==> src/rtl/parking_pkg.sv <==
// Shared definitions for the parking-lot gate scheduler: state and direction
// encodings, default timing, and the timer width helper.
package parking_pkg;

    typedef enum logic [1:0] {
        IDLE     = 2'd0,
        WAIT_CAR = 2'd1,
        PASSING  = 2'd2,
        HOLD     = 2'd3
    } gate_state_e;

    typedef enum logic {
        DIR_ENTRY = 1'b0,
        DIR_EXIT  = 1'b1
    } gate_dir_e;

    localparam int DEF_CAPACITY       = 8;
    localparam int DEF_CNT_W          = 4;
    localparam int DEF_HOLD_CYCLES    = 50;
    localparam int DEF_TIMEOUT_CYCLES = 500;

    // The timer is loaded with (cycles - 1), so it must hold max(a, b) - 1.
    function automatic int timer_width(input int a, input int b);
        int m;
        m = (a > b) ? a : b;
        return (m > 1) ? $clog2(m) : 1;
    endfunction

endpackage

==> src/rtl/gate_timer.sv <==
// Loadable down-counter shared by the car-arrival timeout and the hold period;
// done is high while the count sits at zero.
module gate_timer #(
    parameter int W = 9
) (
    input  logic         clk,
    input  logic         reset,
    input  logic         load,
    input  logic [W-1:0] load_val,
    output logic         done
);

    logic [W-1:0] cnt_q;
    logic [W-1:0] cnt_d;

    // Next count: load wins, otherwise count down and rest at zero.
    always_comb begin
        cnt_d = cnt_q;
        if (load) begin
            cnt_d = load_val;
        end else if (cnt_q != {W{1'b0}}) begin
            cnt_d = cnt_q - W'(1);
        end else begin
            cnt_d = cnt_q;
        end
    end

    // Counter register.
    always_ff @(posedge clk or posedge reset) begin
        if (reset) begin
            cnt_q <= {W{1'b0}};
        end else begin
            cnt_q <= cnt_d;
        end
    end

    assign done = (cnt_q == {W{1'b0}});

endmodule

==> src/rtl/gate_scheduler.sv <==
// Round-robin scheduler sharing one barrier gate between entry and exit lanes.
// Optional GATE_STATS_EN adds entry/exit totals and a timeout counter.
module gate_scheduler
    import parking_pkg::*;
#(
    parameter int CAPACITY       = DEF_CAPACITY,
    parameter int CNT_W          = DEF_CNT_W,
    parameter int HOLD_CYCLES    = DEF_HOLD_CYCLES,
    parameter int TIMEOUT_CYCLES = DEF_TIMEOUT_CYCLES
) (
    input  logic             clk,
    input  logic             reset,
    input  logic             entry_req,
    input  logic             exit_req,
    input  logic             car_sense,
    output logic             gate_open,
    output logic             busy,
    output logic             grant_entry,
    output logic             grant_exit,
    output logic             deny,
    output logic [CNT_W-1:0] count,
    output logic             full,
    output logic             empty
`ifdef GATE_STATS_EN
    ,
    output logic [15:0]      total_entries,
    output logic [15:0]      total_exits,
    output logic [7:0]       timeouts
`endif
);

    localparam int TW = timer_width(TIMEOUT_CYCLES, HOLD_CYCLES);
    localparam logic [TW-1:0]    TIMEOUT_LOAD = TW'(TIMEOUT_CYCLES - 1);
    localparam logic [TW-1:0]    HOLD_LOAD    = TW'(HOLD_CYCLES - 1);
    localparam logic [CNT_W-1:0] CAP          = CNT_W'(CAPACITY);

    gate_state_e      state_q, state_d;
    gate_dir_e        last_dir_q, last_dir_d;
    logic             entry_pend_q, entry_pend_d;
    logic             exit_pend_q, exit_pend_d;
    logic             committed_q, committed_d;
    logic [CNT_W-1:0] count_q, count_d;

    logic             full_s, empty_s, pick_exit_s;
    logic             take_entry_s, take_exit_s;
    logic             grant_entry_s, grant_exit_s, deny_s;
    logic             tmr_load_s, tmr_done_s;
    logic [TW-1:0]    tmr_val_s;

    assign full_s  = (count_q == CAP);
    assign empty_s = (count_q == {CNT_W{1'b0}});

    gate_timer #(.W(TW)) u_timer (
        .clk      (clk),
        .reset    (reset),
        .load     (tmr_load_s),
        .load_val (tmr_val_s),
        .done     (tmr_done_s)
    );

    // Arbitration, gate sequencing and occupancy commit.
    always_comb begin
        state_d       = state_q;
        last_dir_d    = last_dir_q;
        count_d       = count_q;
        committed_d   = committed_q;
        pick_exit_s   = 1'b0;
        take_entry_s  = 1'b0;
        take_exit_s   = 1'b0;
        grant_entry_s = 1'b0;
        grant_exit_s  = 1'b0;
        deny_s        = 1'b0;
        tmr_load_s    = 1'b0;
        tmr_val_s     = TIMEOUT_LOAD;
        case (state_q)
            IDLE: begin
                if (entry_pend_q || exit_pend_q) begin
                    if (entry_pend_q && exit_pend_q) begin
                        pick_exit_s = (last_dir_q == DIR_ENTRY);
                    end else begin
                        pick_exit_s = exit_pend_q;
                    end
                    if (pick_exit_s) begin
                        grant_exit_s = 1'b1;
                        take_exit_s  = 1'b1;
                        last_dir_d   = DIR_EXIT;
                        committed_d  = 1'b0;
                        tmr_load_s   = 1'b1;
                        state_d      = WAIT_CAR;
                    end else if (full_s) begin
                        // Refused entry keeps last_dir so a waiting exit goes next.
                        deny_s       = 1'b1;
                        take_entry_s = 1'b1;
                    end else begin
                        grant_entry_s = 1'b1;
                        take_entry_s  = 1'b1;
                        last_dir_d    = DIR_ENTRY;
                        committed_d   = 1'b0;
                        tmr_load_s    = 1'b1;
                        state_d       = WAIT_CAR;
                    end
                end else begin
                    state_d = IDLE;
                end
            end
            WAIT_CAR: begin
                if (car_sense) begin
                    state_d = PASSING;
                end else if (tmr_done_s) begin
                    state_d = IDLE;
                end else begin
                    state_d = WAIT_CAR;
                end
            end
            PASSING: begin
                if (!car_sense) begin
                    // Only the first fall of a service commits; a rocking car does not.
                    if (!committed_q) begin
                        if (last_dir_q == DIR_ENTRY) begin
                            count_d = full_s ? count_q : count_q + CNT_W'(1);
                        end else begin
                            count_d = empty_s ? count_q : count_q - CNT_W'(1);
                        end
                    end else begin
                        count_d = count_q;
                    end
                    committed_d = 1'b1;
                    tmr_load_s  = 1'b1;
                    tmr_val_s   = HOLD_LOAD;
                    state_d     = HOLD;
                end else begin
                    state_d = PASSING;
                end
            end
            HOLD: begin
                if (car_sense) begin
                    state_d = PASSING;
                end else if (tmr_done_s) begin
                    state_d = IDLE;
                end else begin
                    state_d = HOLD;
                end
            end
            default: begin
                state_d = IDLE;
            end
        endcase
        // A pulse coinciding with its own grant merges into that grant.
        entry_pend_d = take_entry_s ? 1'b0 : (entry_pend_q | entry_req);
        exit_pend_d  = take_exit_s  ? 1'b0 : (exit_pend_q | (exit_req & ~empty_s));
    end

    // Scheduler state registers.
    always_ff @(posedge clk or posedge reset) begin
        if (reset) begin
            state_q      <= IDLE;
            last_dir_q   <= DIR_ENTRY;
            entry_pend_q <= 1'b0;
            exit_pend_q  <= 1'b0;
            committed_q  <= 1'b0;
            count_q      <= {CNT_W{1'b0}};
        end else begin
            state_q      <= state_d;
            last_dir_q   <= last_dir_d;
            entry_pend_q <= entry_pend_d;
            exit_pend_q  <= exit_pend_d;
            committed_q  <= committed_d;
            count_q      <= count_d;
        end
    end

    assign gate_open   = (state_q != IDLE);
    assign busy        = (state_q != IDLE);
    assign grant_entry = grant_entry_s;
    assign grant_exit  = grant_exit_s;
    assign deny        = deny_s;
    assign count       = count_q;
    assign full        = full_s;
    assign empty       = empty_s;

`ifdef GATE_STATS_EN
    logic [15:0] total_entries_q, total_entries_d;
    logic [15:0] total_exits_q, total_exits_d;
    logic [7:0]  timeouts_q, timeouts_d;
    logic        commit_s, abort_s;

    // Statistics follow the same commit and abort conditions as the sequencer.
    always_comb begin
        commit_s        = (state_q == PASSING) && !car_sense && !committed_q;
        abort_s         = (state_q == WAIT_CAR) && !car_sense && tmr_done_s;
        total_entries_d = total_entries_q;
        total_exits_d   = total_exits_q;
        timeouts_d      = timeouts_q;
        if (commit_s && (last_dir_q == DIR_ENTRY)) begin
            total_entries_d = total_entries_q + 16'd1;
        end else if (commit_s) begin
            total_exits_d = total_exits_q + 16'd1;
        end else begin
            total_entries_d = total_entries_q;
        end
        if (abort_s) begin
            timeouts_d = timeouts_q + 8'd1;
        end else begin
            timeouts_d = timeouts_q;
        end
    end

    // Statistics registers.
    always_ff @(posedge clk or posedge reset) begin
        if (reset) begin
            total_entries_q <= 16'd0;
            total_exits_q   <= 16'd0;
            timeouts_q      <= 8'd0;
        end else begin
            total_entries_q <= total_entries_d;
            total_exits_q   <= total_exits_d;
            timeouts_q      <= timeouts_d;
        end
    end

    assign total_entries = total_entries_q;
    assign total_exits   = total_exits_q;
    assign timeouts      = timeouts_q;
`endif

endmodule

==> config.mk <==
export PLATFORM = sky130hd
export DESIGN_NAME = gate_scheduler
export DESIGN_NICKNAME = d
export VERILOG_FILES = /design/src/rtl/parking_pkg.sv /design/src/rtl/gate_timer.sv /design/src/rtl/gate_scheduler.sv
export SDC_FILE = /design/constraint.sdc
export NUM_CORES = 1
export LEC_CHECK = 0
export CORE_UTILIZATION = 55
export CTS_BUF_LIST = sky130_fd_sc_hd__clkbuf_2 sky130_fd_sc_hd__clkbuf_4 sky130_fd_sc_hd__clkbuf_8
export DETAILED_ROUTE_END_ITERATION = 12
export HOLD_SLACK_MARGIN = 0.05
export MAX_ROUTING_LAYER = met4
export PLACE_DENSITY = 0.79
export SETUP_SLACK_MARGIN = 0.3
export SLEW_MARGIN = 10
export SYNTH_ARGS = -nofsm -noshare
export SYNTH_HDL_FRONTEND = slang
export SYNTH_SLANG_ARGS = --single-unit
==> constraint.sdc <==
create_clock -name clk -period 2.14 [get_ports clk]
set_input_delay 0.428 -clock clk [delete_from_list [all_inputs] [get_ports clk]]
set_output_delay 0.428 -clock clk [all_outputs]
set_load 0.005 [all_outputs]
; After elaboration in Yosys (flattened, before gate mapping)
; Index checks and enable logic that the tools add are counted.
; W data, S select, Z words.
[classes]
n_bitwise = 7
mux = 45
n_eq_ne = 11
n_addsub = 3
reduce_logical = 12
[op_table]
columns = operator, count
row1 = $mux W9, 4
row2 = $mux W1, 29
row3 = $mux W2, 6
row4 = $mux W4, 3
row5 = $logic_not A9 Y1, 1
row6 = $reduce_bool A9 Y1, 1
row7 = $sub A9 B1 Y9 const B, 1
row8 = $ne A2 B2 Y1 const B, 4
row9 = $pmux W2 S4, 1
row10 = $reduce_bool A2 Y1, 3
row11 = $reduce_and A5 Y1, 1
row12 = $add A4 B1 Y4 const B, 1
row13 = $eq A2 B2 Y1 const B, 2
row14 = $eq A4 B4 Y1 const B, 1
row15 = $logic_not A4 Y1, 1
row16 = $ne A4 B4 Y1 const B, 1
row17 = $not A1 Y1, 4
row18 = $pmux W1 S2, 2
row19 = $reduce_and A4 Y1, 1
row20 = $sub A4 B1 Y4 const B, 1
row21 = $ne A3 B3 Y1 const B, 1
row22 = $reduce_and A3 Y1, 1
row23 = $eq A2 B1 Y1 const B, 1
row24 = $logic_not A2 Y1, 1
row25 = 5 further kinds, 6
[totals]
regBits = 19
output_inout_bits = 11
word_cells = 85
input_bits = 5

; Logic depth before layout (Yosys ltp)
; Gate-level depths: netlist of run 1.
[logic_depth]
ltp_word = 8
mapped_depth = 6
depth_no_buf = 6

; Hierarchy
; From an unflattened synthesis of run 1, not the netlist that was laid out.
[hier_totals]
hier_cells = 134
hier_area_um2 = 1213.7
[modules_own_cells]
columns = mod, area_each_um2, n_inst, cells_per_inst, seq_area_each_um2
row1 = gate_scheduler, 658.1, 1, 71, 250.2
row2 = gate_timer, 555.5, 1, 63, 225.2

; Worst setup path before layout of run 1
; Ideal clock, no wire load.
[synth_path]
path_kind = register to register
start = reg count_q[0], in the netlist count[0]
end = reg u_timer.cnt_q[5]
required_time_ps = 2012
slack_ps = 432
n_path_buf = 0
arrival_ps = 1580
path_stages_with_launch = 5
setup_time_ps = 128
synth_period_minus_slack_ps = 1708
path_cell_list = dfrtp_1 > or4b_4 > a32oi_4 > and2_4 > o211ai_2
[synth_via]
elab_chain_cells = 6
word_cells_on_any_way = 7
classes_between = eq/ne (1) / mux (5) / reduce/logical (1)
[synth_lines]
columns = element, line
row1 = start: declaration, gate_scheduler.sv:42  ; logic [CNT_W-1:0] count_q, count_d;
row2 = start signal: assignment, gate_scheduler.sv:161  ; count_q <= {CNT_W{1'b0}};
row3 = start signal: assignment, gate_scheduler.sv:168  ; count_q <= count_d;
row4 = $eq A4 B4 Y1 *, gate_scheduler.sv:50  ; assign full_s = (count_q == CAP);
row5 = $mux W1 *, gate_scheduler.sv:90  ; end else if (full_s) begin
row6 = $mux W1 *, gate_scheduler.sv:83  ; if (pick_exit_s) begin
row7 = $mux W1 *, gate_scheduler.sv:77  ; if (entry_pend_q || exit_pend_q) begin
row8 = $pmux W1 S2 *, gate_scheduler.sv:75  ; case (state_q)
row9 = $mux W9 / $reduce_bool A2 Y1 (equally long branches), --
row10 = end signal: assignment, gate_timer.sv:31  ; cnt_q <= {W{1'b0}};
row11 = end signal: assignment, gate_timer.sv:33  ; cnt_q <= cnt_d;
row12 = end: declaration, gate_timer.sv:13  ; logic [W-1:0] cnt_q;
; Mark *: on every way between the ends. The rest lies on a longest branch, timed or not.
; A chain may end at the register's enable or synchronous reset.

; Worst setup path in the final report of run 1
[layout_path]
start = reg count_q[2], in the netlist count[2]
end = out deny
[layout_via]
elab_chain_cells = 5
[layout_lines]
columns = element, line
row1 = $eq A4 B4 Y1, gate_scheduler.sv:50
row2 = $mux W1, gate_scheduler.sv:90
row3 = $mux W1, gate_scheduler.sv:83
row4 = $mux W1, gate_scheduler.sv:77
row5 = $mux W1, gate_scheduler.sv:75
row6 = end: declaration, gate_scheduler.sv:20  ; output logic deny,
; Every way passes these cells.

==> results_dict.tcl, run 1 <==
set metrics [dict create \
    gp_congestion 0.8568 \
    port_buffers 15 \
    grt_pass1_vias 984 \
    critPathCaptureType "primary output" \
    wirelength_um 3640 \
    antenna_found_initial 0 \
    fin_util 0.9007 \
    clock.fmax_mhz 471.9 \
    swShare 0.3837 \
    area_delta_synth_final_pct 49.41 \
    fp.dieW_um 45.98 \
    grt_start_max_net_pins 20 \
    reg2reg_from "count[0]$_DFFE_PP0P_" \
    clk_path_buf_depth 2 \
    ys_seq_area_frac 0.4471 \
    p_int_mw 1.075 \
    final_common_cell "buf_4" \
    drtIter0Drc 59 \
    layout_min_cycle_time_ns 2.119 \
    avgRoutedWirePerCell_um 19.47 \
    startpoint_type "flop" \
    hold_path_class "primary input to async pin" \
    detail-route-antenna-nets 0 \
    comb_power_share 0.563 \
    cp_slowest_cell "or4b_4" \
    syn-num-nets 118 \
    path_clk_slew_ns 0.11 \
    finalCritPeriodShare 0.9902 \
    row_count 15 \
    drive_gt1_frac 0.3889 \
    critPathRequiredTime_ns 1.71 \
    yosys_register_bits 19 \
    vias 1122 \
    cts_tree "done" \
    outcome "finished, final reports clean" \
    setup-violations-final 0 \
    maxCapViolations 0 \
    ir_worst_vdd_v 0.0008744 \
    syn_area_mm2 0.001064 \
    clock-sinks 19 \
    crit_start "count[2]$_DFFE_PP0P_" \
    yosysWarnings 0 \
    synth.avg_cell_area_um2 9.757 \
    synthArstFlopShare 1.000 \
    dieArea_mm2 0.002114 \
    die_y_um 45.98 \
    cp_max_fo 2 \
    cts_root_buf "clkbuf_4" \
    post-route-drc-count 0 \
    clock_latency_ns 0.31 \
    total_power_mw 1.745 \
    diodes 0 \
    grt_use_total 0.2795 \
    cts_hold_buffers 0 \
    final_cell_mix "27 x buf_4, 17 x dfrtp_1, 10 x nand2_1" \
    worstPathCellList "buf_6 -> or4b_4 -> buf_6 -> nor2_2 -> buf_2" \
    hpwl_um 1563 \
    core-area_mm2 0.001764 \
    pwr-share-clk 0.117 \
    h-tree-depth 1 \
    globalRouteOverflowTotal 0 \
    crit_top_cell "buf_6" \
    seqPwrFrac 0.320 \
    synthFlopType "dfrtp_1" \
    yosysUniqueCellTypes 34 \
    slew-limit-headroom 0.6294 \
    slew_violations 0 \
    switching_power_uw 669.4 \
    synth_edf_count 0 \
    fin_skew_ns 0.002539 \
    initial_core_util 0.6028 \
    nNetsFinal 172 \
    leakagePower_nw 0.7576 \
    powerDensity_mw_per_mm2 1098 \
    cts_buffers 3 \
    dr.pass1.iters 4 \
    worst_slew_pin_slew_ns 0.5516 \
    tns_ns 0 \
    grt_pass1_wl_um 4050 \
    syn_inst 109 \
    max_stage_delay_ns 0.52 \
    rsz0062_at_grt "yes" \
    cp.arrival_ns 1.69 \
    io_pins 16 \
    path_class "flop to primary output" \
    viasPerCell 6.000 \
    hold_viol 0 \
]
critical path, delay by kind of cell, from the launching register on:
family	cells	cell delay [ns]
flip-flops	1	0.41
AND/OR/NAND/NOR	2	0.58
buffers and inverters	3	0.38
area by class of cell:
class / count / area, um^2
sequential: 19 / 478.0
tap: 25 / 31.28
clock buffer: 4 / 30.03
fill: 78 / 175.2
timing repair buffer: 50 / 417.9
inverter: 10 / 40.04
multi-input combinational: 79 / 591.8
sequential cells by signal (all words and copies together) (netlist names):
signal and count:
count 4, last_dir_q 1, u_timer.cnt_q 9, committed_q 1, entry_pend_q 1, state_q 2, exit_pend_q 1
cell families after synthesis:
kind of cell | Yosys count | share of synthesized area
compound gates | 23 | 0.1612
xor+xnor | 8 | 0.06588
fa+ha+maj | 4 | 0.05412
buf+inv | 11 | 0.04236
flops | 19 | 0.4471
mux | 1 | 0.009412
simple gates | 43 | 0.2200
repair_timing:
action | in CTS | in global routing
pin swaps | 6 | 6
hold endpoints to repair | 0 | 0
endpoints found under the setup margin | 7 | 14
cloned | 0 | 0
resized for setup | 27 | 19
setup buffers | 17 | 9
synth_stat cells (2+ instances only):
cell type	number	share of area
dfrtp_1	19	0.45
nand2_1	11	0.039
inv_1	10	0.035
nor2_1	9	0.032
a21oi_1	7	0.033
o21ai_0	5	0.024
xnor2_1	5	0.041
nor3_1	4	0.019
ha_1	3	0.035
nand2b_1	3	0.018
xor2_1	3	0.025
a211oi_1	2	0.014
and2_1	2	0.012
and3_1	2	0.012
nand3_1	2	0.0094
nor2b_1	2	0.012
o21a_1	2	0.014
o31ai_1	2	0.014
metrics by stage:
stage	cells	hold WS [ns]	area, um^2	worst slack (ns)
6_report	187	0.4353	1589	0.02088
5_1_grt	187	0.4645	1589	-0.02349
4_1_cts	178	0.4524	1479	0.1138
3_5_place_dp	157	0.4879	1305	0.07268
3_3_place_gp	157	0.4791	1305	0.09683
2_1_floorplan	109	0.3791	1064	0.4320
worst paths after layout:
| kind | end | slack [ns] | cells after the start |
|---|---|---|---|
| hold reg to reg | committed_q$_DFFE_PP0P_ | 0.59 | 1 |
| setup / recovery | deny | 0.02 | 5 |
| min in group clk | committed_q$_DFFE_PP0P_ | 0.59 | 1 |
| max in group asynchronous | last_dir_q$_DFFE_PP0P_ | 1.49 | 3 |
| setup reg to reg | exit_pend_q$_DFF_PP0_ | 0.04 | 13 |
| hold / removal | u_timer.cnt_q[2]$_DFFE_PP0P_ | 0.44 | 3 |
power groups by stage:
stage	registers (mW)	logic [mW]	clock network (mW)
global placement	0.553	0.540	0
CTS	0.539	0.783	0.197
finish	0.559	0.982	0.204
floorplan	0.551	0.325	0
detailed placement	0.553	0.547	0
global route	0.559	1.04	0.215
layer usage:
layer,GRT usage,vias to the layer above,share of wire
li1,-,485,-
met4,0.08824,0,0.025
met2,0.5155,69,0.55
met1,0.3028,550,0.38
met5,-,-,0
met3,0.03968,18,0.052
No activity file was read; power rests on OpenSTA's default activity.
==> run 2: changes to the inputs <==
--- a/config.mk
+++ b/config.mk
@@ -5,6 +5,7 @@
 export SDC_FILE = /design/constraint.sdc
 export NUM_CORES = 1
 export LEC_CHECK = 0
+export CORE_MARGIN = 1
 export CORE_UTILIZATION = 55
 export CTS_BUF_LIST = sky130_fd_sc_hd__clkbuf_2 sky130_fd_sc_hd__clkbuf_4 sky130_fd_sc_hd__clkbuf_8
 export DETAILED_ROUTE_END_ITERATION = 12
==> results of run 2 <==
The final DEF is identical to that of run 1; final timing and power are the same.
